<file path="config.mk">
export PLATFORM = sky130hd
export DESIGN_NAME = tff_bank_arbiter
export DESIGN_NICKNAME = d
export VERILOG_FILES = /design/src/rtl/tff_bank_pkg.sv /design/src/rtl/tff_bank.sv /design/src/rtl/tff_bank_arbiter.sv
export SDC_FILE = /design/constraint.sdc
export NUM_CORES = 1
export LEC_CHECK = 0
export CAP_MARGIN = 10
export CORE_MARGIN = 5
export CORE_UTILIZATION = 45
export DETAILED_ROUTE_END_ITERATION = 8
export PLACE_DENSITY = 0.82
export SETUP_SLACK_MARGIN = 0.05
export SLEW_MARGIN = 25
export SYNTH_ARGS = -nofsm -noshare
export SYNTH_HDL_FRONTEND = slang
export SYNTH_SLANG_ARGS = --single-unit
</file>
<file path="constraint.sdc">
create_clock -name clk -period 3 [get_ports clk]
set_input_delay 0.45 -clock clk [delete_from_list [all_inputs] [get_ports clk]]
set_output_delay 0.45 -clock clk [all_outputs]
set_load 0.02 [all_outputs]
</file>
<file path="src/rtl/tff_bank_pkg.sv">
// Shared types and helpers for the T flip-flop bank arbiter: FSM states,
// derived index widths and the round-robin pick.
package tff_bank_pkg;

  typedef enum logic [1:0] {IDLE, RUN, ACK} state_t;

  localparam int unsigned RR_MAX = 8;

  function automatic int unsigned clog2_min1(int unsigned n);
    return (n <= 2) ? 1 : $clog2(n);
  endfunction

  function automatic int unsigned idx_w(int unsigned width);
    return clog2_min1(width);
  endfunction

  function automatic int unsigned gid_w(int unsigned nreq);
    return clog2_min1(nreq);
  endfunction

  // First asserted request at or after ptr, wrapping modulo n (n <= RR_MAX).
  function automatic int unsigned rr_pick(logic [RR_MAX-1:0] req, int unsigned ptr,
                                          int unsigned n);
    int unsigned sel;
    int unsigned k;
    logic        found;
    sel   = ptr;
    found = 1'b0;
    for (int unsigned i = 0; i < RR_MAX; i++) begin
      k = (ptr + i >= n) ? ptr + i - n : ptr + i;
      if (i < n && !found && req[k[2:0]]) begin
        sel   = k;
        found = 1'b1;
      end
    end
    return sel;
  endfunction

endpackage

</file>
<file path="src/rtl/tff_bank.sv">
// Bank of WIDTH T flip-flops; a bit toggles on an edge where en & t, else holds.
module tff_bank #(
  parameter int unsigned WIDTH = 8
) (
  input  logic             clk,
  input  logic             rst_n,
  input  logic [WIDTH-1:0] en,
  input  logic [WIDTH-1:0] t,
  output logic [WIDTH-1:0] q,
  output logic [WIDTH-1:0] qn
);

  logic [WIDTH-1:0] q_nxt;

  assign q_nxt = q ^ (en & t);

  always_ff @(posedge clk or negedge rst_n) begin
    if (!rst_n) begin
      q  <= '0;
      qn <= '1;
    end else begin
      q  <= q_nxt;
      qn <= ~q_nxt;
    end
  end

endmodule

</file>
<file path="src/rtl/tff_bank_arbiter.sv">
// Round-robin arbiter sequencing toggle requests onto a shared T flip-flop bank.
// Optional synchronous bank clear in IDLE when TFF_BANK_CLEAR_EN is defined.
module tff_bank_arbiter
  import tff_bank_pkg::*;
#(
  parameter  int unsigned NREQ  = 4,
  parameter  int unsigned WIDTH = 8,
  parameter  int unsigned CNT_W = 4,
  localparam int unsigned IDX_W = idx_w(WIDTH),
  localparam int unsigned GID_W = gid_w(NREQ)
) (
  input  logic                  clk,
  input  logic                  rst_n,
`ifdef TFF_BANK_CLEAR_EN
  input  logic                  clr,
`endif
  input  logic [NREQ-1:0]       req,
  input  logic [NREQ*IDX_W-1:0] req_idx,
  input  logic [NREQ*CNT_W-1:0] req_cnt,
  output logic [NREQ-1:0]       ack,
  output logic                  busy,
  output logic [GID_W-1:0]      grant_id,
  output logic [WIDTH-1:0]      q,
  output logic [WIDTH-1:0]      qn
);

  state_t           state, state_nxt;
  logic [GID_W-1:0] ptr, ptr_nxt, gid_nxt;
  logic [IDX_W-1:0] lat_idx, lat_idx_nxt;
  logic [CNT_W-1:0] lat_cnt, lat_cnt_nxt;
  logic [NREQ-1:0]  ack_nxt;
  logic             busy_nxt;
  logic [WIDTH-1:0] en_c, t_c;
  logic [GID_W-1:0] pick_c;
  logic [IDX_W-1:0] pick_idx_c;
  logic [CNT_W-1:0] pick_cnt_c;
  logic             in_range_c;
  logic             clr_c;

`ifdef TFF_BANK_CLEAR_EN
  assign clr_c = clr;
`else
  assign clr_c = 1'b0;
`endif

  assign pick_c     = GID_W'(rr_pick(8'(req), 32'(ptr), NREQ));
  assign pick_idx_c = req_idx[pick_c*IDX_W +: IDX_W];
  assign pick_cnt_c = req_cnt[pick_c*CNT_W +: CNT_W];
  assign in_range_c = (32'(pick_idx_c) < WIDTH);

  // State and sequencing registers.
  always_ff @(posedge clk or negedge rst_n) begin
    if (!rst_n) begin
      state    <= IDLE;
      ptr      <= '0;
      grant_id <= '0;
      lat_idx  <= '0;
      lat_cnt  <= '0;
      ack      <= '0;
      busy     <= 1'b0;
    end else begin
      state    <= state_nxt;
      ptr      <= ptr_nxt;
      grant_id <= gid_nxt;
      lat_idx  <= lat_idx_nxt;
      lat_cnt  <= lat_cnt_nxt;
      ack      <= ack_nxt;
      busy     <= busy_nxt;
    end
  end

  // Next-state: arbitration in IDLE, countdown in RUN, pointer advance in ACK.
  always_comb begin
    state_nxt   = state;
    ptr_nxt     = ptr;
    gid_nxt     = grant_id;
    lat_idx_nxt = lat_idx;
    lat_cnt_nxt = lat_cnt;
    case (state)
      IDLE: begin
        if (!clr_c && |req) begin
          gid_nxt     = pick_c;
          lat_idx_nxt = pick_idx_c;
          lat_cnt_nxt = pick_cnt_c;
          state_nxt   = (pick_cnt_c != '0 && in_range_c) ? RUN : ACK;
        end
      end
      RUN: begin
        lat_cnt_nxt = lat_cnt - CNT_W'(1);
        if (lat_cnt == CNT_W'(1)) state_nxt = ACK;
      end
      ACK: begin
        ptr_nxt   = (grant_id == GID_W'(NREQ - 1)) ? '0 : grant_id + GID_W'(1);
        state_nxt = IDLE;
      end
      default: state_nxt = IDLE;
    endcase
  end

  // Outputs: one-hot toggle during RUN, clear-by-toggle of set bits, ack/busy.
  always_comb begin
    en_c     = '0;
    t_c      = '0;
    ack_nxt  = '0;
    busy_nxt = (state_nxt != IDLE);
    if (state == RUN) begin
      en_c = WIDTH'(1) << lat_idx;
      t_c  = WIDTH'(1) << lat_idx;
    end else if (state == IDLE && clr_c) begin
      en_c = '1;
      t_c  = q;
    end
    if (state_nxt == ACK) ack_nxt = NREQ'(1) << gid_nxt;
  end

  tff_bank #(.WIDTH(WIDTH)) u_bank (
    .clk  (clk),
    .rst_n(rst_n),
    .en   (en_c),
    .t    (t_c),
    .q    (q),
    .qn   (qn)
  );

endmodule
</file>
**Word level (Yosys, flattened, before mapping)**

Index checks and enable logic that the tools add are counted.

- Bits in registers: 34
- Input port bits: 34
- Output and inout port bits: 23
- Word-level logic and storage cells: 83

- $add $sub $neg: 9
- $mul: 1
- Magnitude comparators: 8
- Equality and inequality tests: 6
- Shift-type cells: 4
- Multiplexer cells: 30
- Bitwise operators: 3
- Reductions and logical operators: 13

Operators by type and width:

| cell | number |
|---|---|
| $ge 32x3->1 const B | 3 |
| $mux 2 | 10 |
| $lt 3x4->1 const B | 4 |
| $shiftx 16x5->4 | 1 |
| $bmux 1 s3 | 4 |
| $mux 3 | 4 |
| $shiftx 12x5->3 | 1 |
| $sub 3x3->3 const B | 3 |
| $and 8x8->8 | 1 |
| $mux 4 | 2 |
| $mux 8 | 1 |
| $not 8->8 | 1 |
| $pmux 4 s2 | 1 |
| $shl 1x3->8 const A | 1 |
| $xor 8x8->8 | 1 |
| $mux 1 | 7 |
| $add 2x2->3 const B | 2 |
| $eq 2x2->1 const B | 3 |
| $eq 4x1->1 const B | 1 |
| $mul 2x2->4 const B | 1 |
| $pmux 2 s2 | 1 |
| $reduce_and 2->1 | 2 |
| $reduce_bool 2->1 | 2 |
| $reduce_bool 4->1 | 1 |
| 12 further kinds | 16 |

**Depth between registers and ports, before layout**

- Depth in word-level cells: 21
- Mapped depth: 7
- Gate-level depth less buffers: 7

**Modules after synthesis**

Synthesis repeated with hierarchy kept, for this count alone.

- Cell total of the unflattened synthesis: 149
- Area, all modules: 1,707.9 um2

Modules (own cells, without submodules):

| module | instances | cells each | area an instance (um2) |
|---|---|---|---|
| tff_bank_arbiter | 1 | 109 | 1,107.3 |
| tff_bank | 1 | 40 | 600.6 |

**Least setup slack after synthesis**

OpenSTA, ideal clock, no wires.

- Path kind: in2reg
- Start point: input req[0]
- End point: register state[0]
- Data arrival time: 2.422 ns
- Required time: 2.873 ns
- Path slack: 0.451 ns
- Cell stages on the path: 5
- Path buffers: 0
- Cells stage by stage: nor2b_1 -> o41ai_2 -> mux4_2 -> or4_4 -> o2bb2ai_1

- Longest elaborated chain between the ends: 17

Ends and longest elaborated chain:

| element | line | RTL |
|---|---|---|
| from (decl) | tff_bank_arbiter.sv:17 | `input logic [NREQ-1:0] req,` |
| $bmux 1 s3 | tff_bank_pkg.sv:31 | `if (i < n && !found && req[k[2:0]]) begin` |
| $mux 1 (not written as such) | tff_bank_pkg.sv:31 |  |
| $mux 1 | tff_bank_pkg.sv:31 |  |
| $logic_not 1->1 | tff_bank_pkg.sv:31 |  |
| $logic_and 1x1->1 | tff_bank_pkg.sv:31 |  |
| $mux 1 | tff_bank_pkg.sv:31 |  |
| $logic_not 1->1 | tff_bank_pkg.sv:31 |  |
| $logic_and 1x1->1 | tff_bank_pkg.sv:31 |  |
| [2 not listed] | - |  |
| $logic_and 1x1->1 | tff_bank_pkg.sv:31 |  |
| $mux 2 | tff_bank_pkg.sv:31 |  |
| $shiftx 16x5->4 | tff_bank_arbiter.sv:48 | `assign pick_cnt_c = req_cnt[pick_c*CNT_W +: CNT_W];` |
| $reduce_bool 4->1 | tff_bank_arbiter.sv:85 | `state_nxt = (pick_cnt_c != '0 && in_range_c) ? RUN : ACK;` |
| $mux 2 | tff_bank_arbiter.sv:85 |  |
| $mux 2 (*) | tff_bank_arbiter.sv:81 | `if (!clr_c && \|req) begin` |
| $pmux 2 s2 (*) | tff_bank_arbiter.sv:79 | `case (state)` |
| net state_nxt[0] | tff_bank_arbiter.sv:27 | `state_t state, state_nxt;` |
| to (signal assigned) | tff_bank_arbiter.sv:62 | `state <= state_nxt;` |
| to (decl) | tff_bank_arbiter.sv:27 |  |

Mark *: on every way through the listed nets, which the timed path passes. The rest lies on a longest branch. The select of a mux whose other input is x is not followed.
A chain may end at the register's enable or synchronous reset.

**Worst setup path after layout**

- Start point: input req[3]
- End point: register state[0]

The elaborated chain is that of the path after synthesis.

==> metrics.md <==
| Metric | Value |
|---|---|
| Share of cells above drive strength 1 | `19.07%` |
| FF-to-FF End | `state[0]` |
| Max Clock Skew | `0.002152 ns` |
| Met3 Track Usage GR | `4.986%` |
| Worst min path class | `flip-flop to flip-flop` |
| Clk slew on worst S/H paths | `0.07 ns` |
| Cell Chain, Critical Path | `clkdlybuf4s50_1 > nor3_1 > o41ai_2 > mux4_2 > or4_4 > o2bb2ai_1` |
| Worst reg2reg path depth | `5` |
| DIE WIDTH | `72.01 µm` |
| Min-Delay Path Depth | `1` |
| Post-layout power | `2.576 mW` |
| Post-synthesis cell type count | `34` |
| FFs w/ async S/R, synth | `100.0%` |
| Hold_buf cts | `0` |
| Top cell type by total area after synthesis | `dfrtp_1` |
| CTS Sinks | `34` |
| Number of flops mapped to enable cells by yosys | `0` |
| Synth top area cells | `dfrtp_1, dfstp_2, mux4_1` |
| Final net count | `251` |
| Root Buffer | `clkbuf_8` |
| Detailed-route wire length per cell | `around 15 µm` |
| Site Rows | `22` |
| Post-synth top area share | `37.60%` |
| GRT busiest layer | `met2` |
| Syn-to-layout area delta | `44.40%` |
| Run status | `complete, no violations` |
| Slew margin rel. | `between 40% and 50%` |
| Initial antenna violation count | `0` |
| CP max FO | `7` |
| Synth Flop Type | `dfrtp_1` |
| Die ar. | `5185 µm²` |
| WHS Endpoint | `u_bank.q[3]` |
| First-pass GRT wire length | `6.755 mm` |
| IO Count | `57` |
| Mean Syn Cell Area | `11.69 µm²` |
| Cell area power density | `1031 nW/µm²` |
| Setup TNS | `0 ns` |
| GR Util met1 | `18.39%` |
| Sequential cell area fraction in the yosys report | `49.75%` |
| Initial core utilization | `a little under half` |
| Critical path startpoint category | `input port` |
| CTS tree | `yes` |
| Drt total wl | `4.039 mm` |
| Vias in the first global route | `between 1000 and 1500` |
| Unrepaired setup endpoints after global routing | `false` |
| Worst Setup SP | `req[3]` |
| FF-to-FF Start | `ptr[0]` |
| Max stage delay on crit path | `a little over 0.6 ns` |
| Crit path capture type | `flip-flop` |
| Peak supply drop | `0.5184 mV` |
| Mapped Cells | `roughly 150` |
| Post-Syn Nets | `185` |
| RePlAce Congestion | `0.8839` |
| Worst slack, placed | `-0.01360 ns` |
| # Post-CTS Setup Buffers | `0` |
| Crit Path Class | `input port to flip-flop` |
| # DRC | `0` |
| Grt ovf | `0` |
| Worst skew pair latency | `0.29 ns` |
| Hpwl dp | `between 3 and 4 mm` |
| Hold path startpoint | `u_bank.q[3]` |
| Crit path arrival time | `2.88 ns` |
| 1st-iter DRT viols | `53` |
| Number of max-slew violations in the final report | `0` |
| Tmin final | `2.709 ns` |
| Worst slew pin tran | `0.8417 ns` |
| Lkg Pwr | `roughly 1.1 nW` |
| Core area | `3689 µm²` |
| Clk buf depth | `2` |
| Mapped Area | `between 1500 and 2000 µm²` |
| Max-Cap Viols | `0` |
| Reg-to-reg slack, setup | `0.59 ns` |
| Tcrit/Tclk final | `roughly nine tenths` |
| Final Hold Fails | `0` |
| Setup Viol. Count Final | `0` |
| Post-route antenna net violation count | `0` |
| Post-route setup slack | `0.2908 ns` |
| Die height | `72.01 µm` |
| Met2 Use GR | `30.41%` |
| Final antenna diode count | `0` |
| Fillers | `284` |
| Vias per cell | `~5.2` |
| # H-tree levels | `2` |
| Post_cts resized | `0` |
| Total GRT Usage | `16.85%` |
| Synthesis Warnings | `0` |
| Seq cells post-synth | `34` |
| DR vias | `about 1400` |
| Inserted Clock Buffers | `5` |
| Highest clock rate | `around 0.37 GHz` |
| Critical Path RT | `3.17 ns` |
| CP max stage cell | `or4_4` |
| Port Buf Inserts | `56` |
| First drt pass iteration count | `4` |
| Largest net degree at the start of global routing | `35` |
## worst max path at each step
stage          slack [ns]        to
4_1_cts              0.29  state[0]
5_1_grt              0.16  state[0]
6_report             0.29  state[0]
2_1_floorplan        0.45  state[0]
3_3_place_gp         0.08  state[0]
3_5_place_dp        -0.01  state[0]
## cell usage in the layout, fill, tap and decap left out, drive strengths merged, types with 2 or more instances in the layout
master	netlist	layout
nor2b	4	4
a21oi	7	7
nor2	10	10
nand2	6	6
a22oi	5	5
clkbuf	3	5
ha	3	3
nand2b	2	2
clkdlybuf4s50	0	56
nor3	4	4
inv	16	16
nor3b	3	3
mux2	6	6
nand3	8	8
o21ai	10	10
clkinvlp	0	2
xor2	4	4
nand3b	3	3
xnor2	4	4
mux4	7	7
dfrtp	26	26
buf	0	6
dfstp	8	8
## cell type report
cell class,count,area [µm²],area share (%)
Clock buffer,5,68.82,2.754
Clock inverter,3,45.04,1.803
Inverter,16,60.06,2.404
Multi-Input combinational cell,95,798.3,31.95
Sequential cell,34,860.8,34.45
Tap cell,48,60.06,2.404
Timing Repair Buffer,62,605.6,24.24
## sequential cells by signal, indices dropped and copies added, names as in the netlist
register	count
lat_cnt	4
u_bank.q	8
grant_id	2
busy	1
ack	4
lat_idx	3
u_bank.qn	8
ptr	2
state	2
## critical path: cells and delay by family
kind	cells	cell delay [ns]
buf+inv	1	0.60
simple gates	2	0.71
compound gates	2	0.70
mux	1	0.41
## per-stage QoR
step,hold slack (ns),instances,util (%),instance area (µm²)
detailed placement,0.4824,255,64.65,2385
global route,0.5202,263,67.74,2499
global placement,0.4704,255,64.65,2385
CTS,0.4996,263,67.74,2499
finish,0.4942,263,67.74,2499
floorplan,0.1544,148,-,1730
## cell usage after synthesis (all sizes together) (5+ instances only)
| cell | n |
|---|---|
| mux4 | 7 |
| dfstp | 8 |
| nand3 | 8 |
| o21ai | 10 |
| mux2 | 6 |
| inv | 16 |
| a22oi | 5 |
| dfrtp | 26 |
| nor2 | 10 |
| nand2 | 6 |
| a21oi | 7 |
## logic make-up (layout without fill, tap and decap cells)
logic type / after synthesis / after routing / share of synthesized area (%)
simple gates: 43 / 43 / 13.23
flops: 34 / 34 / 49.75
compound gates: 27 / 27 / 12.22
buf+inv: 19 / 86 / 4.122
mux: 14 / 14 / 14.46
xor+xnor: 8 / 8 / 4.049
fa+ha+maj: 3 / 3 / 2.169
## power breakdown
part | switching, mW | internal (mW) | leakage, nW | total (mW)
logic | 0.638 | 0.620 | 0.605 | 1.26
clock network | 0.175 | 0.247 | 0.0504 | 0.422
registers | 0.181 | 0.714 | 0.401 | 0.895
## layer usage
metal | vias to the layer above | routed length [µm]
li1 | 659 | -
met3 | 12 | 169
met1 | 670 | 1575
met5 | - | 0
met4 | 0 | 118
met2 | 36 | 2175
Note: power is estimated with default switching activity, not from simulation.
